$ cat src/rtl/cam_capture_pkg.sv
// rtl/cam_capture_pkg.sv - shared frame-buffer geometry, colours and capture types
// Used by the camera writer and the VGA-side reader.
package cam_capture_pkg;

    localparam int CAM_SCREEN_X = 160;   // pixels per stored line
    localparam int CAM_SCREEN_Y = 120;   // stored lines per frame
    localparam int AW           = 15;    // buffer address width, ceil(log2(X*Y+1))
    localparam int DW           = 8;     // buffer data width (RGB332)

    localparam logic [DW-1:0] RED_VGA   = 8'hE0;
    localparam logic [DW-1:0] GREEN_VGA = 8'h1C;
    localparam logic [DW-1:0] BLUE_VGA  = 8'h03;

    typedef enum logic [1:0] {
        WAIT_FRAME,
        WAIT_LINE,
        BYTE_HI,
        BYTE_LO
    } cap_state_t;

    // hi = R4..R0 G5..G3, lo = G2..G0 B4..B0; keep the top bits of each channel
    function automatic logic [DW-1:0] rgb565_to_332(input logic [7:0] hi, input logic [7:0] lo);
        return {hi[7:5], hi[2:0], lo[4:3]};
    endfunction

endpackage

$ cat src/rtl/cam_sync.sv
// rtl/cam_sync.sv - two-flop synchronizer for the camera bus plus pclk rise detect
// Ports:
//   clk, rst                      board clock, async active-low reset
//   cam_pclk/vsync/href/data      raw camera pins
//   vsync_s, href_s, data_s       synchronized, aligned with the pclk stage
//   pclk_rise                     one-clk pulse marking a sample cycle
module cam_sync (
    input  logic       clk,
    input  logic       rst,
    input  logic       cam_pclk,
    input  logic       cam_vsync,
    input  logic       cam_href,
    input  logic [7:0] cam_data,
    output logic       vsync_s,
    output logic       href_s,
    output logic [7:0] data_s,
    output logic       pclk_rise
);

    // All eleven bits travel together so data/href/vsync line up with pclk.
    logic [10:0] stage1;
    logic [10:0] stage2;
    logic        pclk_q;

    always_ff @(posedge clk or negedge rst) begin
        if (!rst) begin
            stage1 <= '0;
            stage2 <= '0;
            pclk_q <= 1'b0;
        end else begin
            stage1 <= {cam_pclk, cam_vsync, cam_href, cam_data};
            stage2 <= stage1;
            pclk_q <= stage2[10];
        end
    end

    assign pclk_rise = stage2[10] & ~pclk_q;
    assign vsync_s   = stage2[9];
    assign href_s    = stage2[8];
    assign data_s    = stage2[7:0];

endmodule

$ cat src/rtl/cam_capture.sv
// rtl/cam_capture.sv - OV7670 RGB565 capture into the RGB332 frame buffer write port
// Ports:
//   clk, rst                      board clock (also RAM write clock), async active-low reset
//   cam_pclk/vsync/href/data      camera parallel bus
//   mem_addr, mem_data, mem_we    buffer write port, one-clk strobe per pixel
//   frame_done                    one-clk pulse at end of a captured frame
//   frame_err                     last frame was malformed; held until next frame_done
module cam_capture
    import cam_capture_pkg::*;
#(
    parameter int SCREEN_X = CAM_SCREEN_X,
    parameter int SCREEN_Y = CAM_SCREEN_Y,
    parameter int ADDR_W   = AW
) (
    input  logic              clk,
    input  logic              rst,
    input  logic              cam_pclk,
    input  logic              cam_vsync,
    input  logic              cam_href,
    input  logic [7:0]        cam_data,
    output logic [ADDR_W-1:0] mem_addr,
    output logic [DW-1:0]     mem_data,
    output logic              mem_we,
    output logic              frame_done,
    output logic              frame_err
);

    localparam logic [ADDR_W-1:0] PIX_TOTAL = ADDR_W'(SCREEN_X * SCREEN_Y);
    localparam logic [ADDR_W-1:0] CNT_MAX   = '1;

    logic       vsync_s;
    logic       href_s;
    logic [7:0] data_s;
    logic       pclk_rise;

    cam_sync u_sync (
        .clk       (clk),
        .rst       (rst),
        .cam_pclk  (cam_pclk),
        .cam_vsync (cam_vsync),
        .cam_href  (cam_href),
        .cam_data  (cam_data),
        .vsync_s   (vsync_s),
        .href_s    (href_s),
        .data_s    (data_s),
        .pclk_rise (pclk_rise)
    );

    cap_state_t        state;
    logic [ADDR_W-1:0] pix_cnt;
    logic [7:0]        hi_byte;
    logic              vsync_q;
    logic              err_flag;
    logic              vs_rise;
    logic              vs_fall;

    // vsync history only advances on sample cycles, so edges are seen on sample cycles
    assign vs_rise = vsync_s & ~vsync_q;
    assign vs_fall = ~vsync_s & vsync_q;

    always_ff @(posedge clk or negedge rst) begin
        if (!rst) begin
            state      <= WAIT_FRAME;
            pix_cnt    <= '0;
            hi_byte    <= '0;
            vsync_q    <= 1'b0;
            err_flag   <= 1'b0;
            mem_addr   <= '0;
            mem_data   <= '0;
            mem_we     <= 1'b0;
            frame_done <= 1'b0;
            frame_err  <= 1'b0;
        end else begin
            mem_we     <= 1'b0;
            frame_done <= 1'b0;
            if (pclk_rise) begin
                vsync_q <= vsync_s;
                if (state == WAIT_FRAME) begin
                    if (vs_fall) begin
                        state    <= WAIT_LINE;
                        pix_cnt  <= '0;
                        mem_addr <= '0;
                        err_flag <= 1'b0;
                    end
                end else if (vs_rise) begin
                    // a high byte still waiting for its partner is an aborted pixel
                    frame_done <= 1'b1;
                    frame_err  <= err_flag | (state == BYTE_LO) | (pix_cnt != PIX_TOTAL);
                    err_flag   <= 1'b0;
                    state      <= WAIT_FRAME;
                end else begin
                    case (state)
                        WAIT_LINE, BYTE_HI: begin
                            if (href_s) begin
                                hi_byte <= data_s;
                                state   <= BYTE_LO;
                            end else begin
                                state   <= WAIT_LINE;
                            end
                        end
                        BYTE_LO: begin
                            if (href_s) begin
                                // address X*Y stays untouched for the reader's border colour
                                if (pix_cnt < PIX_TOTAL) begin
                                    mem_we   <= 1'b1;
                                    mem_addr <= pix_cnt;
                                    mem_data <= rgb565_to_332(hi_byte, data_s);
                                end else begin
                                    err_flag <= 1'b1;
                                end
                                if (pix_cnt != CNT_MAX) begin
                                    pix_cnt <= pix_cnt + ADDR_W'(1);
                                end
                                state <= BYTE_HI;
                            end else begin
                                err_flag <= 1'b1;
                                state    <= WAIT_LINE;
                            end
                        end
                        default: state <= WAIT_FRAME;
                    endcase
                end
            end
        end
    end

endmodule

$ cat config.mk
export PLATFORM = sky130hd
export DESIGN_NAME = cam_capture
export DESIGN_NICKNAME = d
export VERILOG_FILES = /design/src/rtl/cam_capture_pkg.sv /design/src/rtl/cam_sync.sv /design/src/rtl/cam_capture.sv
export SDC_FILE = /design/constraint.sdc
export NUM_CORES = 1
export LEC_CHECK = 0
export BUFFER_PORTS_ARGS = -buffer_cell sky130_fd_sc_hd__buf_2
export CORE_UTILIZATION = 50
export CTS_BUF_LIST = sky130_fd_sc_hd__clkbuf_8 sky130_fd_sc_hd__clkbuf_16
export DETAILED_ROUTE_END_ITERATION = 10
export GPL_ROUTABILITY_DRIVEN = 1
export PLACE_DENSITY_LB_ADDON = 0.15
export SETUP_SLACK_MARGIN = 0.4
export SLEW_MARGIN = 20
export SYNTH_ARGS = -nofsm -noshare
export SYNTH_HDL_FRONTEND = slang
export SYNTH_SLANG_ARGS = --single-unit
$ cat constraint.sdc
create_clock -name clk -period 3.7 [get_ports clk]
set_clock_uncertainty 0.2 [all_clocks]
set_input_delay 0.74 -clock clk [delete_from_list [all_inputs] [get_ports clk]]
set_output_delay 0.74 -clock clk [all_outputs]
set_load 0.03 [all_outputs]
==> results.md, run 1 <==
Logic synthesis:
- The share of flip-flops with an asynchronous set or reset is 100.0%.
- The synthesis-stage register bit count is 74.
- The fraction of synthesized cell area taken by the top area cell type is 59.15%.
- By count the netlist is led by sky130_fd_sc_hd__dfrtp_1 (74), sky130_fd_sc_hd__mux2_2 (26), sky130_fd_sc_hd__nand2_1 (21).
- The mean cell area of the mapped netlist is 12.13 um^2.
- The Yosys step of the flow raised 0 warnings.
- The synthesized net count is 275.
- Among all cell types in the netlist, the one instantiated most often is sky130_fd_sc_hd__dfrtp_1.
- The distinct cell type count of the synthesized netlist is 42.
- The cell area that synthesis handed to floorplanning was 3131 um^2.
- By area the synthesized netlist is led by sky130_fd_sc_hd__dfrtp_1 (59%), sky130_fd_sc_hd__mux2_2 (9.4%), sky130_fd_sc_hd__nand2_1 (2.5%).
- The synthesized design contains 0 enable-type register cells.
- Among all flip-flop cells after synthesis, the most frequent one is sky130_fd_sc_hd__dfrtp_1.
- The share of the Yosys chip area taken by registers is 59.15%.
- The cell count after synthesis came out at 258.
- The cell type with the highest aggregate area in the netlist is sky130_fd_sc_hd__dfrtp_1.

Global route:
- The pin count of the biggest net entering global routing is 75.
- Across every metal layer, demand over resource in global routing totals 20.10%.
- The initial antenna violation count is 0.
- The via count of the first global-routing pass was about 1,900.
- The first global-routing pass estimated 9.687 mm of wire.
- The global-route congestion overflow total is 0.

Outcome:
- The run finished with clean final reports.

Timing:
- The actual transition at the worst max-transition pin is 911.9 ps.
- The post-route fraction of the period consumed by the critical path is between 70% and 80%.
- In this run the tightest slew margin relative to its limit is between 30% and 40%.
- The achievable frequency is 0.3738 GHz.
- The number of pins with negative max-slew slack in the final report is 0.
- Setup repair after global routing left no endpoint under its margin.
- The final setup TNS is 0 ps.
- The worst path needs 2675 ps of the cycle, external delays included.
- Setup violations remaining at the end of the flow were counted as 0.
- The final count of hold timing violations is 0.

Setup path:
- In this run the register-to-register setup slack is 1020 ps.
- The critical path buffer and inverter count is 2.
- The endpoint kind of the worst setup timing path is a flip-flop.
- The number of cells on the worst reg-to-reg path is 6.
- The data arrival time of the critical path is 2710 ps.
- The largest driver fanout on the critical path is 18.
- The worst register-to-register path begins at state[0]$_DFFE_PN0P_.
- The data required time of the critical path is about 3700 ps.
- The largest stage delay on the critical path is 760 ps.
- The dominant delay contributor by cell family on the critical path is compound AO/OA/AOI/OAI gates.
- The element type at the critical path start is a flip-flop.
- The critical path goes through inv_1, ha_1, inv_1, nand3_1, a2111oi_4, mux2_2.
- The most frequent cell on the critical path is sky130_fd_sc_hd__inv_1.
- The critical path in this run is classified as flip-flop to flip-flop.
- The slowest stage cell on the critical path is sky130_fd_sc_hd__a2111oi_4.
- The worst reg2reg path endpoint is mem_data[7]$_DFFE_PN0P_.

Power:
- The total power per unit cell area is 674.9 nW/um^2.
- Cell internal power was estimated by the tool at 1.551 mW.
- Of the total power, the clock network draws 26.6%.
- In this run, flip-flops and latches consume 42.9% of the power.
- The total design power is roughly 2.4 mW.
- For this design the total switching power over the nets is 0.8853 mW.
- The switching fraction of total power is 36.34%.
- For this design the static power due to leakage is around 1.7 nW.
- The combinational group share of total power is 30.5%.
- Across the VDD grid, the largest voltage drop is 0.0004096 V.

Place:
- After detailed placement, the total cell area comes to 3402 um^2.
- The detailed placer's ending HPWL is 3.793 mm.
- The number of placed instances with taps included is 363.
- In this run the tool buffered the top-level ports with 38 buffer cells.
- The placer's final routability congestion estimate is approximately 0.85.

Clocking:
- The cell sitting at the root of the clock tree is a sky130_fd_sc_hd__clkbuf_8.
- After clock tree synthesis, the repair step resized 0 gates.
- The clock sink count is 74.
- TritonCTS built the clock tree.
- The CTS H-tree depth is 3.
- The number of clock buffers added by TritonCTS is 9.
- No sink is reached through more buffers than the 2 on the longest clock path.
- Hold repair after CTS inserted 0 buffers.
- After clock tree synthesis, the setup repair step added 0 buffers.
- The worst-skew pair later-pin latency is 340 ps.
- After clock tree synthesis, the clock-pin slew on the worst setup and hold paths is about 80 ps.

Cells and area:
- The final instance area is approximately 3600 um^2.
- The repair_antennas step left the layout with diodes totalling 0.
- The post-layout instance count excluding filler cells is 379.
- The area growth from synthesis to layout is 15.31%.
- The share of layout cells above drive strength 1 is approximately 30%.
- The utilization of the core after routing is 60.25%.
- The post-layout net count is around 320.
- The number of filler cells placed in the layout is 486.

Routing:
- The first detailed-routing pass ran for 5 iterations.
- The average vias per placed instance is 5.591.
- The total detailed-routing wirelength is slightly below 6 mm.
- The number of vias after detailed routing is 2,119.
- The number of antenna-violating nets in the routed design is 0.
- The final routed DRC violation total is 0.
- In the final routed layout, each cell accounts on average for 15.34 um.
- The initial detailed-routing violation count is 123.

Die:
- For this design the top-level I/O count stands at 39.
- The die outline area is 6581 um^2.
- The region available for standard cell placement spans 5991 um^2.
- For this configuration, the core starts out at a cell density of 52.26%.
- The die boundary height is 81.13 um.
- The die is 81.13 um wide.
- The floorplan has 28 rows.

Min path:
- The hold path startpoint is u_sync.stage1[10]$_DFF_PN0_.
- The number of cells traversed by the worst hold path is 0.
- The worst hold endpoint is u_sync.stage2[10]$_DFF_PN0_.
- The kind of path behind the tightest hold check is flip-flop to flip-flop.

Job:
- Across the run, the number of max-cap violations was 0.
-- power groups by stage --
stage               logic (mW)  registers [mW]  clock network [mW]
finish                   0.743            1.05               0.648
floorplan                0.403            1.17                   0
detailed placement       0.746            1.06                   0
global route             0.815            1.07               0.701
global placement         0.723            1.06                   0
CTS                      0.749            1.05               0.672
-- worst max path at each step --
stage | start | endpoint | slack [ps] | depth (start not counted)
5_1_grt | state[0]$_DFFE_PN0P_ | mem_data[5]$_DFFE_PN0P_ | 900 | 6
3_5_place_dp | state[0]$_DFFE_PN0P_ | mem_data[7]$_DFFE_PN0P_ | 1050 | 6
2_1_floorplan | state[0]$_DFFE_PN0P_ | mem_addr[11]$_DFFE_PN0P_ | 1310 | 7
4_1_cts | state[0]$_DFFE_PN0P_ | mem_data[7]$_DFFE_PN0P_ | 1010 | 6
3_3_place_gp | state[0]$_DFFE_PN0P_ | mem_data[3]$_DFFE_PN0P_ | 1150 | 6
6_report | state[0]$_DFFE_PN0P_ | mem_data[7]$_DFFE_PN0P_ | 1020 | 6
-- registers in the layout, summed over array words and instances, names as in the netlist --
register / cells
err_flag: 1
frame_done: 1
frame_err: 1
hi_byte: 6
mem_addr: 15
mem_data: 8
mem_we: 1
pix_cnt: 15
state: 2
u_sync.pclk_q: 1
u_sync.stage1: 11
u_sync.stage2: 11
vsync_q: 1
-- through the flow --
stage                     hold slack, ps  setup WS [ps]
after floorplan                    131.2           1309
after global placement             131.7           1153
after detailed placement           134.7           1046
after CTS                          154.2           1012
after global routing               152.8          899.9
final                              150.7           1025
-- cell usage in the layout, fill, tap and decap left out, types with 2 or more instances in the layout --
cell type / instances
sky130_fd_sc_hd__and2_1: 2
sky130_fd_sc_hd__nand2_1: 21
sky130_fd_sc_hd__inv_1: 11
sky130_fd_sc_hd__a21o_1: 2
sky130_fd_sc_hd__or3_1: 6
sky130_fd_sc_hd__o211ai_1: 5
sky130_fd_sc_hd__o221ai_1: 3
sky130_fd_sc_hd__nand3_1: 3
sky130_fd_sc_hd__buf_2: 37
sky130_fd_sc_hd__nor2b_1: 9
sky130_fd_sc_hd__or4_1: 2
sky130_fd_sc_hd__nand2b_1: 4
sky130_fd_sc_hd__nand4_1: 5
sky130_fd_sc_hd__nor4_1: 5
sky130_fd_sc_hd__mux2i_1: 5
sky130_fd_sc_hd__inv_6: 3
sky130_fd_sc_hd__dfrtp_1: 74
sky130_fd_sc_hd__mux2_2: 26
sky130_fd_sc_hd__and4_1: 3
sky130_fd_sc_hd__o21ai_0: 2
sky130_fd_sc_hd__a31oi_1: 3
sky130_fd_sc_hd__a21oi_1: 4
sky130_fd_sc_hd__clkbuf_8: 9
sky130_fd_sc_hd__nor2_1: 12
sky130_fd_sc_hd__buf_4: 8
sky130_fd_sc_hd__a211o_1: 2
sky130_fd_sc_hd__nand4b_1: 2
sky130_fd_sc_hd__ha_1: 4
sky130_fd_sc_hd__nor3_1: 6
sky130_fd_sc_hd__o31ai_1: 10
-- logic make-up (layout without fill, tap and decap cells) --
| logic type | count (synthesis) | in the layout | synth area share, % |
|---|---|---|---|
| flip-flops | 74 | 74 | 59.15 |
| adder cells (fa/ha/maj) | 4 | 4 | 1.599 |
| multiplexers | 31 | 31 | 10.95 |
| buffers and inverters | 26 | 72 | 3.477 |
| AND/OR/NAND/NOR | 82 | 82 | 13.95 |
| AO/OA/AOI/OAI | 41 | 41 | 10.87 |
-- final cells by class --
cell class	instances	area [um^2]	area share, %
Multi-Input combinational cell	158	1170	32.41
Inverter	11	41.29	1.144
Tap cell	75	93.84	2.600
Clock buffer	9	123.9	3.432
Sequential cell	74	1852	51.30
Timing Repair Buffer	45	245.2	6.794
Clock inverter	7	83.83	2.322
-- worst register-to-register path, stage by stage, from the launching register on --
cell and delay, ps:
sky130_fd_sc_hd__dfrtp_1 380, sky130_fd_sc_hd__inv_1 60, sky130_fd_sc_hd__ha_1 410, sky130_fd_sc_hd__inv_1 160, sky130_fd_sc_hd__nand3_1 190, sky130_fd_sc_hd__a2111oi_4 760, sky130_fd_sc_hd__mux2_2 420
-- routing by layer --
| layer | share of wire (%) | up-vias | track usage (%) |
|---|---|---|---|
| li1 | - | 1021 | - |
| met1 | 52 | 1007 | 30.48 |
| met2 | 41 | 79 | 26.97 |
| met3 | 4.8 | 12 | 4.045 |
| met4 | 2.0 | 0 | 10.00 |
| met5 | 0 | - | 0 |
(Power assumes the default switching activity.)
==> run 2, diff against run 1 <==
Clock period 3.7 ns to 2.4 ns, I/O delays scaled along.
==> results.md, run 2 (synthesis gave the netlist of run 1 again) <==
Outcome:
- The run finished with clean final reports.

Place:
- The detailed placer's ending HPWL was 4.000 mm (+5.5%).
- The number of placed instances with taps included is 372 (+2.5%).
- The cell area after placement is 3501 um^2 (+2.9%).
- The number of port buffers was 38 (unchanged).
- The placer's final routability congestion estimate is 0.8627 (+1.9%).

Power:
- The total power per unit cell area is 1010 nW/um^2 (+50%).
- The leakage dissipation is 1.842 nW (+11%).
- The largest voltage drop on the vdd net is 0.0006235 V (+52%).

Die:
- The die boundary height is 81.13 um (unchanged).
- The die outline width is 81.13 um (unchanged).
- The number of top-level pins is 39 (unchanged).
- The initial core utilization is 52.26% (unchanged).
- The number of cell rows is 28 (unchanged).
- The die outline area came to 6581 um^2 (unchanged).
- The core outline area is 5991 um^2 (unchanged).

Timing:
- Setup repair after global routing could not meet its margin everywhere.
- The final setup TNS is 0 ps (unchanged).
- The final count of hold timing violations is 0 (unchanged).
- The actual transition at the worst max-transition pin came to 447.1 ps (-464.8 ps).
- The clock period minus final worst setup slack came to 2127 ps (-548.9 ps).
- The achievable frequency is 0.4702 GHz (+26%).
- The remaining max-slew budget at the tightest pin is 70.19% (+31 points).
- The final setup violation count was 0 (unchanged).
- The number of pins with negative max-slew slack in the final report came to 0 (unchanged).
- The post-route fraction of the period consumed by the critical path came to 88.61% (+16 points).

Routing:
- The initial detailed-routing violation count came to 188 (+53%).
- The routed length per placed instance was 16.05 um (+4.7%).
- The average vias per placed instance was 5.560 (-0.56%).
- The total detailed-routing wirelength is 6.565 mm (+13%).
- The number of vias after detailed routing is 2,274 (+7.3%).
- The number of antenna-violating nets in the routed design is 0 (unchanged).
- The final routed DRC violation total is 0 (unchanged).
- The number of iterations in the first detailed-routing pass is 4 (-1).

Min path:
- The hold path startpoint is cam_data[4].
- The worst hold endpoint is u_sync.stage1[4]$_DFF_PN0_.
- The kind of path behind the tightest hold check is primary input to flip-flop.
- The number of cells traversed by the worst hold path is 1 (+1).

Global route:
- The via count of the first global-routing pass was 2,078 (+8.9%).
- The global routing usage on met1 was 29.62% (-0.86 points).
- The met3 routing resource usage after global routing came to 4.270% (+0.22 points).
- The layer with the highest usage is met2.
- The global-route congestion overflow total came to 0 (unchanged).
- The pin count of the biggest net entering global routing came to 41 (-45%).
- The first-pass GRT wire length is 10.23 mm (+5.6%).
- The initial antenna violation count is 0 (unchanged).
- The met2 layer usage reported by global route came to 31.85% (+4.9 points).
- The global-route usage over all layers is 21.14% (+1.0 points).

Cells and area:
- The utilization of the core after routing is 67.40% (+7.1 points).
- The post-layout net count came to 346 (+9.5%).
- In the final layout, the registers with the most flip-flops are mem_addr: 15 flops, pix_cnt: 15 flops.
- The share of layout cells above drive strength 1 was 41.32% (+11 points).
- The post-layout instance count excluding filler cells is 409 (+7.9%).
- The area growth from synthesis to layout is 28.98%.
- The most common cell after layout, fill and taps aside is sky130_fd_sc_hd__dfrtp_1.
- The count of antenna diodes in the layout was 0 (unchanged).
- The final instance area came to 4038 um^2 (+12%).
- The top cell types in the final layout, fill and taps aside, are sky130_fd_sc_hd__dfrtp_1 (69), sky130_fd_sc_hd__buf_2 (37), sky130_fd_sc_hd__buf_4 (26).

Setup path:
- The internal reg-to-reg setup slack came to 270 ps (-750 ps).
- The number of cells on the worst reg-to-reg path is 5 (-1).
- The data arrival time of the critical path is 2160 ps (-550 ps).
- The worst setup path is launched from a flip-flop.
- The startpoint of the worst register-to-register path is pix_cnt[8]$_DFFE_PN0P_.
- The worst setup path is captured at a flip-flop.
- The data required time of the critical path was 2440 ps (-1290 ps).
- The type of the worst setup path is flip-flop to flip-flop.
- The largest driver fanout on the critical path was 9 (-9).
- The worst register-to-register path ends at mem_data[2]$_DFFE_PN0P_.

Job:
- The max-cap violation count is 0 (unchanged).

Clocking:
- The TritonCTS clock tree is done.
- The clock-pin slew of the registers on the worst-case setup and hold paths was 90 ps (about the same).
- The worst-skew pair later-pin latency is 350 ps (about the same).
- The CTS H-tree depth was 3 (unchanged).
- The TritonCTS buffer count is 9 (unchanged).
- The clock sink count is 74 (unchanged).
- The maximum number of buffers from clock root to sink is 2 (unchanged).
- The cell chosen for the clock root is sky130_fd_sc_hd__clkbuf_8.
==> run 2: cell count changes in the layout (fill, tap and decap cells not counted), moves of 2 or more <==
cell,before,now
sky130_fd_sc_hd__ha_1,4,1
sky130_fd_sc_hd__or3_4,0,3
sky130_fd_sc_hd__dfrtp_2,0,5
sky130_fd_sc_hd__mux2_2,26,16
sky130_fd_sc_hd__dfrtp_1,74,69
sky130_fd_sc_hd__nor4_1,5,3
sky130_fd_sc_hd__mux2_4,0,10
sky130_fd_sc_hd__buf_6,0,9
sky130_fd_sc_hd__inv_6,3,1
sky130_fd_sc_hd__buf_4,8,26
sky130_fd_sc_hd__or3_1,6,4
sky130_fd_sc_hd__ha_4,0,2
==> run 2: worst max-delay path by stage <==
stage | startpoint | cells past startpoint | slack, ps | to
global route | pix_cnt[8]$_DFFE_PN0P_ | 5 | 200 | mem_data[2]$_DFFE_PN0P_
global placement | pix_cnt[10]$_DFFE_PN0P_ | 5 | 250 | mem_data[1]$_DFFE_PN0P_
finish | pix_cnt[8]$_DFFE_PN0P_ | 5 | 270 | mem_data[2]$_DFFE_PN0P_
detailed placement | pix_cnt[10]$_DFFE_PN0P_ | 5 | 210 | mem_data[4]$_DFFE_PN0P_
floorplan | pix_cnt[8]$_DFFE_PN0P_ | 6 | 160 | mem_addr[11]$_DFFE_PN0P_
CTS | pix_cnt[8]$_DFFE_PN0P_ | 5 | 280 | mem_data[2]$_DFFE_PN0P_
==> run 2: worst max-delay path, stage by stage, from the launching register on <==
cell	delay, ps
sky130_fd_sc_hd__dfrtp_1	400
sky130_fd_sc_hd__a21o_1	190
sky130_fd_sc_hd__a211o_4	370
sky130_fd_sc_hd__a2111oi_4	320
sky130_fd_sc_hd__buf_6	190
sky130_fd_sc_hd__mux2_2	330
==> run 2: layer usage <==
layer,up-vias,part of all wire [%]
met2,54,46
met5,-,0
li1,1084,-
met3,15,4.1
met4,0,2.1
met1,1121,47
==> run 2: power breakdown <==
part | total [mW] | switching (mW) | internal (mW)
logic | 1.45 | 0.830 | 0.617
clock network | 1.02 | 0.517 | 0.500
registers | 1.61 | 0.139 | 1.47
total | 4.08 | 1.49 | 2.59
==> run 2: timing repair <==
action,in CTS,in global routing
hold buffers,1,0
resized for setup,19,20
endpoints found under the setup margin,38,43
pin swaps,3,5
endpoints found under the hold margin,34,0
cloned,0,1
setup buffers,11,8
==> run 2: through the flow <==
step                      hold WS (ps)  setup slack [ps]  power (mW)
after floorplan                 -15.59             157.0       2.460
after global placement           132.7             248.9       2.800
after detailed placement         135.8             206.7       2.821
after CTS                        17.31             278.8       3.939
after global routing             17.65             203.7       4.305
final                            27.78             273.4       4.078
==> run 2: area by class of cell <==
class / count / area [um^2]
Clock buffer: 9 / 123.9
Clock inverter: 7 / 85.08
Timing Repair Buffer: 74 / 511.7
Fill cell: 452 / 1953
Tap cell: 75 / 93.84
Multi-Input combinational cell: 159 / 1324
Inverter: 11 / 41.29
Sequential cell: 74 / 1858
